File: config.mk
export PLATFORM = sky130hd
export DESIGN_NAME = ecc_rd_decoder
export DESIGN_NICKNAME = d
export VERILOG_FILES = /design/src/rtl/ecc_pkg.sv /design/src/rtl/ecc_syndrome_calc.sv /design/src/rtl/ecc_rd_decoder.sv
export SDC_FILE = /design/constraint.sdc
export NUM_CORES = 1
export LEC_CHECK = 0
export ABC_AREA = 1
export ABC_CLOCK_PERIOD_IN_PS = 1900
export BUFFER_PORTS_ARGS = -buffer_cell sky130_fd_sc_hd__buf_2
export CAP_MARGIN = 15
export CORE_ASPECT_RATIO = 1.1
export CORE_MARGIN = 2
export CORE_UTILIZATION = 35
export DETAILED_ROUTE_END_ITERATION = 10
export GPL_TIMING_DRIVEN = 0
export HOLD_SLACK_MARGIN = 0.15
export SYNTH_ARGS = -nofsm -noshare
export SYNTH_HDL_FRONTEND = slang
export SYNTH_SLANG_ARGS = --single-unit
File: constraint.sdc
create_clock -name clk_i -period 1.9 [get_ports clk_i]
set_input_delay 0 -clock clk_i [delete_from_list [all_inputs] [get_ports clk_i]]
set_output_delay 0 -clock clk_i [all_outputs]
set_load 0.005 [all_outputs]
File: src/rtl/ecc_pkg.sv
// Shared SECDED definitions for the ECC FIFO read path: word geometry,
// check-bit and data-bit position maps, status encoding and data extraction.
package ecc_pkg;

   localparam int DATA_W  = 32;
   localparam int WORD_W  = 39;
   localparam int SYN_W   = 6;
   localparam int MAX_POS = 38;

   // Hamming positions of the check bits; each value is also the mask that
   // selects the group of positions that check bit covers.
   localparam int CHECK_POS [SYN_W] = '{1, 2, 4, 8, 16, 32};

   // Hamming position of each data bit d0..d31 (all non-power-of-two positions).
   localparam int DATA_POS [DATA_W] = '{
       3,  5,  6,  7,  9, 10, 11, 12, 13, 14, 15, 17, 18, 19, 20, 21,
      22, 23, 24, 25, 26, 27, 28, 29, 30, 31, 33, 34, 35, 36, 37, 38
   };

   typedef enum logic [1:0] {
      ECC_CLEAN,
      ECC_SEC,
      ECC_DED
   } ecc_status_e;

   // Pull the 32 payload bits out of an encoded word.
   function automatic logic [DATA_W-1:0] extract_data(input logic [WORD_W-1:0] word);
      logic [DATA_W-1:0] data;
      data = '0;
      for (int i = 0; i < DATA_W; i++) begin
         data[i] = word[DATA_POS[i]];
      end
      return data;
   endfunction

   // Map syndrome and overall parity onto the decode outcome.
   function automatic ecc_status_e classify(input logic [SYN_W-1:0] syndrome,
                                            input logic               parity);
      ecc_status_e status;
      status = ECC_CLEAN;
      if (parity) begin
         if (syndrome <= SYN_W'(MAX_POS)) status = ECC_SEC;
         else                             status = ECC_DED;
      end else if (syndrome != '0) begin
         status = ECC_DED;
      end
      return status;
   endfunction

endpackage

File: src/rtl/ecc_syndrome_calc.sv
// Combinational Hamming syndrome and overall-parity generator for one
// 39-bit SECDED word. Shared between the read decoder and a scrubber.
module ecc_syndrome_calc
   import ecc_pkg::*;
(
   input  logic [WORD_W-1:0] word_i,
   output logic [SYN_W-1:0]  syndrome_o,
   output logic              parity_o
);

   // Fold every position 1..MAX_POS into each check group it belongs to.
   always_comb begin
      // NOTE: every output gets a default before the loop so no path leaves
      // it unassigned; a missing default in always_comb infers a latch.
      syndrome_o = '0;
      for (int k = 0; k < SYN_W; k++) begin
         for (int p = 1; p <= MAX_POS; p++) begin
            if ((p & CHECK_POS[k]) != 0) begin
               syndrome_o[k] = syndrome_o[k] ^ word_i[p];
            end
         end
      end
   end

   // Overall parity covers all 39 bits including bit 0.
   assign parity_o = ^word_i;

endmodule

File: src/rtl/ecc_rd_decoder.sv
// Read-side SECDED checker/corrector for the ECC-protected FIFO.
// Two registered stages: stage 1 captures the memory read, stage 2 decodes
// and registers corrected data plus status. Saturating SEC/DED counters and
// a sticky DED flag feed status logic.
// Optional build macro ECC_ERR_ADDR_LOG_EN adds a first-error address log
// (err_addr_o / err_addr_vld_o).
module ecc_rd_decoder
   import ecc_pkg::*;
#(
   parameter int DATA_WIDTH        = 32,
   parameter int MEMORY_DATA_WIDTH = 39,
   parameter int ADDR_WIDTH        = 5,
   parameter int PARITY_BITS       = 6,
   parameter int CNT_WIDTH         = 8
) (
   input  logic                         clk_i,
   input  logic                         rst_i,
   input  logic                         rd_valid_i,
   input  logic [ADDR_WIDTH-1:0]        rd_addr_i,
   input  logic [MEMORY_DATA_WIDTH-1:0] rd_data_i,
   input  logic                         err_cnt_clr_i,
   output logic                         rd_valid_o,
   output logic [DATA_WIDTH-1:0]        rd_data_o,
   output logic                         sec_err_o,
   output logic                         ded_err_o,
   output logic [PARITY_BITS-1:0]       syndrome_o,
   output logic [CNT_WIDTH-1:0]         sec_cnt_o,
   output logic [CNT_WIDTH-1:0]         ded_cnt_o,
   output logic                         ded_sticky_o
`ifdef ECC_ERR_ADDR_LOG_EN
   ,
   output logic [ADDR_WIDTH-1:0]        err_addr_o,
   output logic                         err_addr_vld_o
`endif
);

   // ---------------- Stage 1: capture memory read ----------------
   logic                         s1_valid;
   logic [ADDR_WIDTH-1:0]        s1_addr;
   logic [MEMORY_DATA_WIDTH-1:0] s1_data;

   // Stage-1 valid, cleared by reset so in-flight words are dropped.
   always_ff @(posedge clk_i) begin
      // NOTE: sequential state uses non-blocking assignments so every
      // register samples pre-edge values; blocking here would create
      // order-dependent races between always_ff blocks.
      if (rst_i) s1_valid <= 1'b0;
      else       s1_valid <= rd_valid_i;
   end

   // Stage-1 payload and address capture.
   always_ff @(posedge clk_i) begin
      // NOTE: payload registers carry no reset; they are only consumed when
      // the matching valid is set, and skipping reset keeps the datapath lean.
      s1_addr <= rd_addr_i;
      s1_data <= rd_data_i;
   end

   // ---------------- Stage 2: decode ----------------
   logic [SYN_W-1:0]  syn;
   logic              par;
   ecc_status_e       status;
   logic [WORD_W-1:0] fixed_word;
   logic [DATA_W-1:0] dec_data;

   ecc_syndrome_calc u_syndrome (
      .word_i     (s1_data),
      .syndrome_o (syn),
      .parity_o   (par)
   );

   // Classify the word and flip the faulty bit for a correctable error.
   always_comb begin
      status     = classify(syn, par);
      fixed_word = s1_data;
      if (status == ECC_SEC && syn != '0) begin
         fixed_word = s1_data ^ (WORD_W'(1) << syn);
      end
      dec_data = extract_data(fixed_word);
   end

   // Output register; data and syndrome hold while no word is presented.
   always_ff @(posedge clk_i) begin
      if (rst_i) begin
         rd_valid_o <= 1'b0;
         sec_err_o  <= 1'b0;
         ded_err_o  <= 1'b0;
         rd_data_o  <= '0;
         syndrome_o <= '0;
      end else begin
         rd_valid_o <= s1_valid;
         sec_err_o  <= s1_valid && (status == ECC_SEC);
         ded_err_o  <= s1_valid && (status == ECC_DED);
         if (s1_valid) begin
            rd_data_o  <= dec_data;
            syndrome_o <= syn;
         end
      end
   end

   // ---------------- Error statistics ----------------
   logic sec_evt;
   logic ded_evt;

   assign sec_evt = rd_valid_o & sec_err_o;
   assign ded_evt = rd_valid_o & ded_err_o;

   // Saturating counters and sticky flag; a clear coinciding with an event
   // keeps that event.
   always_ff @(posedge clk_i) begin
      if (rst_i) begin
         sec_cnt_o    <= '0;
         ded_cnt_o    <= '0;
         ded_sticky_o <= 1'b0;
      end else if (err_cnt_clr_i) begin
         sec_cnt_o    <= sec_evt ? CNT_WIDTH'(1) : '0;
         ded_cnt_o    <= ded_evt ? CNT_WIDTH'(1) : '0;
         ded_sticky_o <= ded_evt;
      end else begin
         if (sec_evt && sec_cnt_o != '1) sec_cnt_o <= sec_cnt_o + 1'b1;
         if (ded_evt && ded_cnt_o != '1) ded_cnt_o <= ded_cnt_o + 1'b1;
         if (ded_evt)                    ded_sticky_o <= 1'b1;
      end
   end

`ifdef ECC_ERR_ADDR_LOG_EN
   // ---------------- First-error address log ----------------
   logic [ADDR_WIDTH-1:0] s2_addr;
   logic                  log_is_ded;

   // Address travels alongside the stage-2 data.
   always_ff @(posedge clk_i) begin
      if (rst_i)         s2_addr <= '0;
      else if (s1_valid) s2_addr <= s1_addr;
   end

   // Keep the first error address; a DED may replace a logged SEC but a
   // logged DED is final until clear.
   always_ff @(posedge clk_i) begin
      if (rst_i) begin
         err_addr_o     <= '0;
         err_addr_vld_o <= 1'b0;
         log_is_ded     <= 1'b0;
      end else if (err_cnt_clr_i) begin
         err_addr_o     <= (sec_evt || ded_evt) ? s2_addr : '0;
         err_addr_vld_o <= sec_evt || ded_evt;
         log_is_ded     <= ded_evt;
      end else if ((sec_evt || ded_evt) &&
                   (!err_addr_vld_o || (ded_evt && !log_is_ded))) begin
         err_addr_o     <= s2_addr;
         err_addr_vld_o <= 1'b1;
         log_is_ded     <= ded_evt;
      end
   end
`else
   // Without the log the stage-1 address has no consumer.
   logic unused_addr;
   assign unused_addr = ^s1_addr;
`endif

endmodule

==> out/results.tsv <==
metric	value	unit
required	2150	ps
grt_pass1_vias	5496	
drt_iter0_drc	340	
crit_buf_inv	5	
antenna_left	0	
dieArea	0.0167	mm²
syn_inst	873	
dr.pass1.iters	7	
cts.reportedPaths.clkPinSlew	70	ps
die_y	136	µm
synth.distinct_cells	34	
grtUsageMet2	35.9	%
syn_avg_cell_area	6.30	µm²
whs	270	ps
route.detailed.drc	0	
vias	6226	
max_stage_delay	350	ps
path_delay_family	XOR/XNOR gates	
p_leak	4.32	nW
avgRoutedWirePerCell	14.4	µm
port_buffers	100	
grt.overflow.total	0	
syn_nets	923	
initial_utilization	35.4	%
yosysWarnings	0	
min_period_over_period	136	%
final_common_cell	nand2_1	
violations	negative setup slack	
fin_cells	1291	
rsz0062_at_grt	yes	
met3_usage	4.08	%
syn_to_final_growth	55.0	%
layout_min_cycle_time	2580	ps
cts_tree	yes	
antenna_found_initial	0	
num_antenna_cells	0	
slew_viol_final	0	
powerDensity	998	mW/mm²
layout_common_cells	nand2_1 (224), buf_2 (102), nor2_1 (90)	
worstPathMaxFanout	10	
regToRegSetupSlack	-680	ps
grt_max_degree	15	
grtUsageTotal	21.0	%
placementRows	48	
fmax	388	MHz
yosysSeqAreaShare	35.6	%
htreeDepth	3	
r2r_cells	14	
rr_endpoint	rd_data_o[4]	
maxCapViolCount	0	
cts_made_buffers	9	
fill_cells	1484	
holdCritPathClass	in -> reg	
synth-seq-cells	98	
critPathArrivalTime	2830	ps
place_congestion	0.905	
nNetsFinal	1138	
status	complete, but fails checks	
via_per_inst	4.82	
grt_first_pass_wirelength	27200	µm
tns	-20480	ps
min_from	rd_data_i[37]	
totalPowerFinal	8.51	mW
syn_area	0.00550	mm²
ios	106	
worst_slew_pin_slew	685	ps
crit_chain	xnor2_2, xor2_1, xnor2_2, inv_2, buf_6, a21oi_2, nand2_2, nand3_4, clkinv_8, clkbuf_16, nand2_4, nand3_2, nand2_1, inv_1	
slowest_stage	dfxtp_2	
setup_slack	-679	ps
drive_gt1_share	39.1	%
setup-violations-final	35	
min_path_cells	2	
cts_sinks	98	
start_kind	register	
r2r-start	s1_data[36]	
dp_cells	1173	
clockBufferDepth	2	
grt_use_met1	25.4	%
die_x	124	µm
fp.coreArea	0.0156	mm²
relSlewSlack	54.3	%
end_kind	register	
cts-root-buf	clkbuf_16	
crit_type	reg -> reg	
worstSkewPairLatency	350	ps
fin_skew	10.2	ps
vdd_drop_max	0.593	mV
cpMostUsedCell	xnor2_2	
hold_violations	0	
busiest_layer	met2	
holdPathEnd	s1_data[37]	
wl	18600	µm
dp_hpwl	12200	µm
==> layer usage <==
layer  vias to the layer above  part of all wire, %
li1                       3133                    -
met1                      2806                   41
met2                       227                   48
met3                        60                  6.3
met4                         0                  4.3
met5                         -                    0
==> synthesized netlist by cell type, drive strengths merged <==
master | count | area, µm²
nand3 | 87 | 453
nand2 | 317 | 1230
a21oi | 15 | 75.1
nor4 | 1 | 6.26
o21a | 1 | 7.51
a31oi | 1 | 6.26
inv | 114 | 435
or2 | 1 | 6.26
nor3 | 7 | 35.0
o21ai | 19 | 95.1
buf | 17 | 106
xor2 | 28 | 245
nand4 | 16 | 100
ha | 2 | 25.0
o211ai | 4 | 30.0
and3 | 2 | 12.5
dfxtp | 98 | 1960
xnor2 | 15 | 146
a211oi | 3 | 22.5
nor2 | 115 | 462
clkbuf | 10 | 37.5
==> layout make-up <==
type	count	area [µm²]	share of cell area (%)
multi-input cells	634	3730	43.7
flip-flops and latches	98	2050	24.0
repair buffers	204	1480	17.4
inverters	114	483	5.66
well taps	200	250	2.93
clock buffers	11	243	2.85
plain buffers	27	226	2.65
clock inverters	3	65.1	0.763
==> power breakdown <==
group	switching, mW	internal [mW]
sequential	0.132	2.18
clock	0.755	1.17
combinational	2.43	1.84
total	3.32	5.19
==> timing repair <==
action | CTS | global route
gates cloned | 2 | 3
hold buffers | 42 | 0
hold endpoints to repair | 51 | 0
gates resized for setup | 117 | 142
setup buffers | 33 | 24
pin swaps | 19 | 73
setup endpoints to repair | 37 | 40
==> through the flow <==
stage / instance area, µm² / utilization [%] / setup WS [ps]
6_report: 8530 / 54.8 / -679
5_1_grt: 8530 / 54.8 / -776
4_1_cts: 7790 / 50.1 / -419
3_5_place_dp: 6410 / 41.2 / -601
3_3_place_gp: 6410 / 41.2 / -589
2_1_floorplan: 5660 / - / -111
==> state kept, by name, summed over array words and instances, names as in the netlist <==
name / cells
ded_err_o: 1
rd_data_o: 32
s1_valid: 1
rd_valid_o: 1
ded_cnt_o: 8
s1_data: 39
ded_sticky_o: 1
sec_cnt_o: 8
syndrome_o: 6
sec_err_o: 1
==> worst max-delay path by stage <==
| stage | from | end | depth (start not counted) |
|---|---|---|---|
| 3_3_place_gp | s1_data[26] | rd_data_o[6] | 19 |
| 5_1_grt | s1_data[23] | rd_data_o[4] | 22 |
| 6_report | s1_data[36] | rd_data_o[4] | 14 |
| 4_1_cts | s1_data[30] | rd_data_o[5] | 21 |
| 3_5_place_dp | s1_data[26] | rd_data_o[6] | 19 |
| 2_1_floorplan | s1_data[15] | rd_data_o[22] | 22 |
==> logic make-up (layout without fill, tap and decap cells) <==
group,count (synthesis),count (layout),synth area share (%)
and+or+nand+nor,546,546,42.0
buffers and inverters,141,359,10.5
DFF,98,98,35.6
AOI/OAI and AO/OA,43,43,4.30
xor gates and xnor gates,43,43,7.12
adders and majority gates,2,2,0.455
Power figures use the tool's default switching activity.
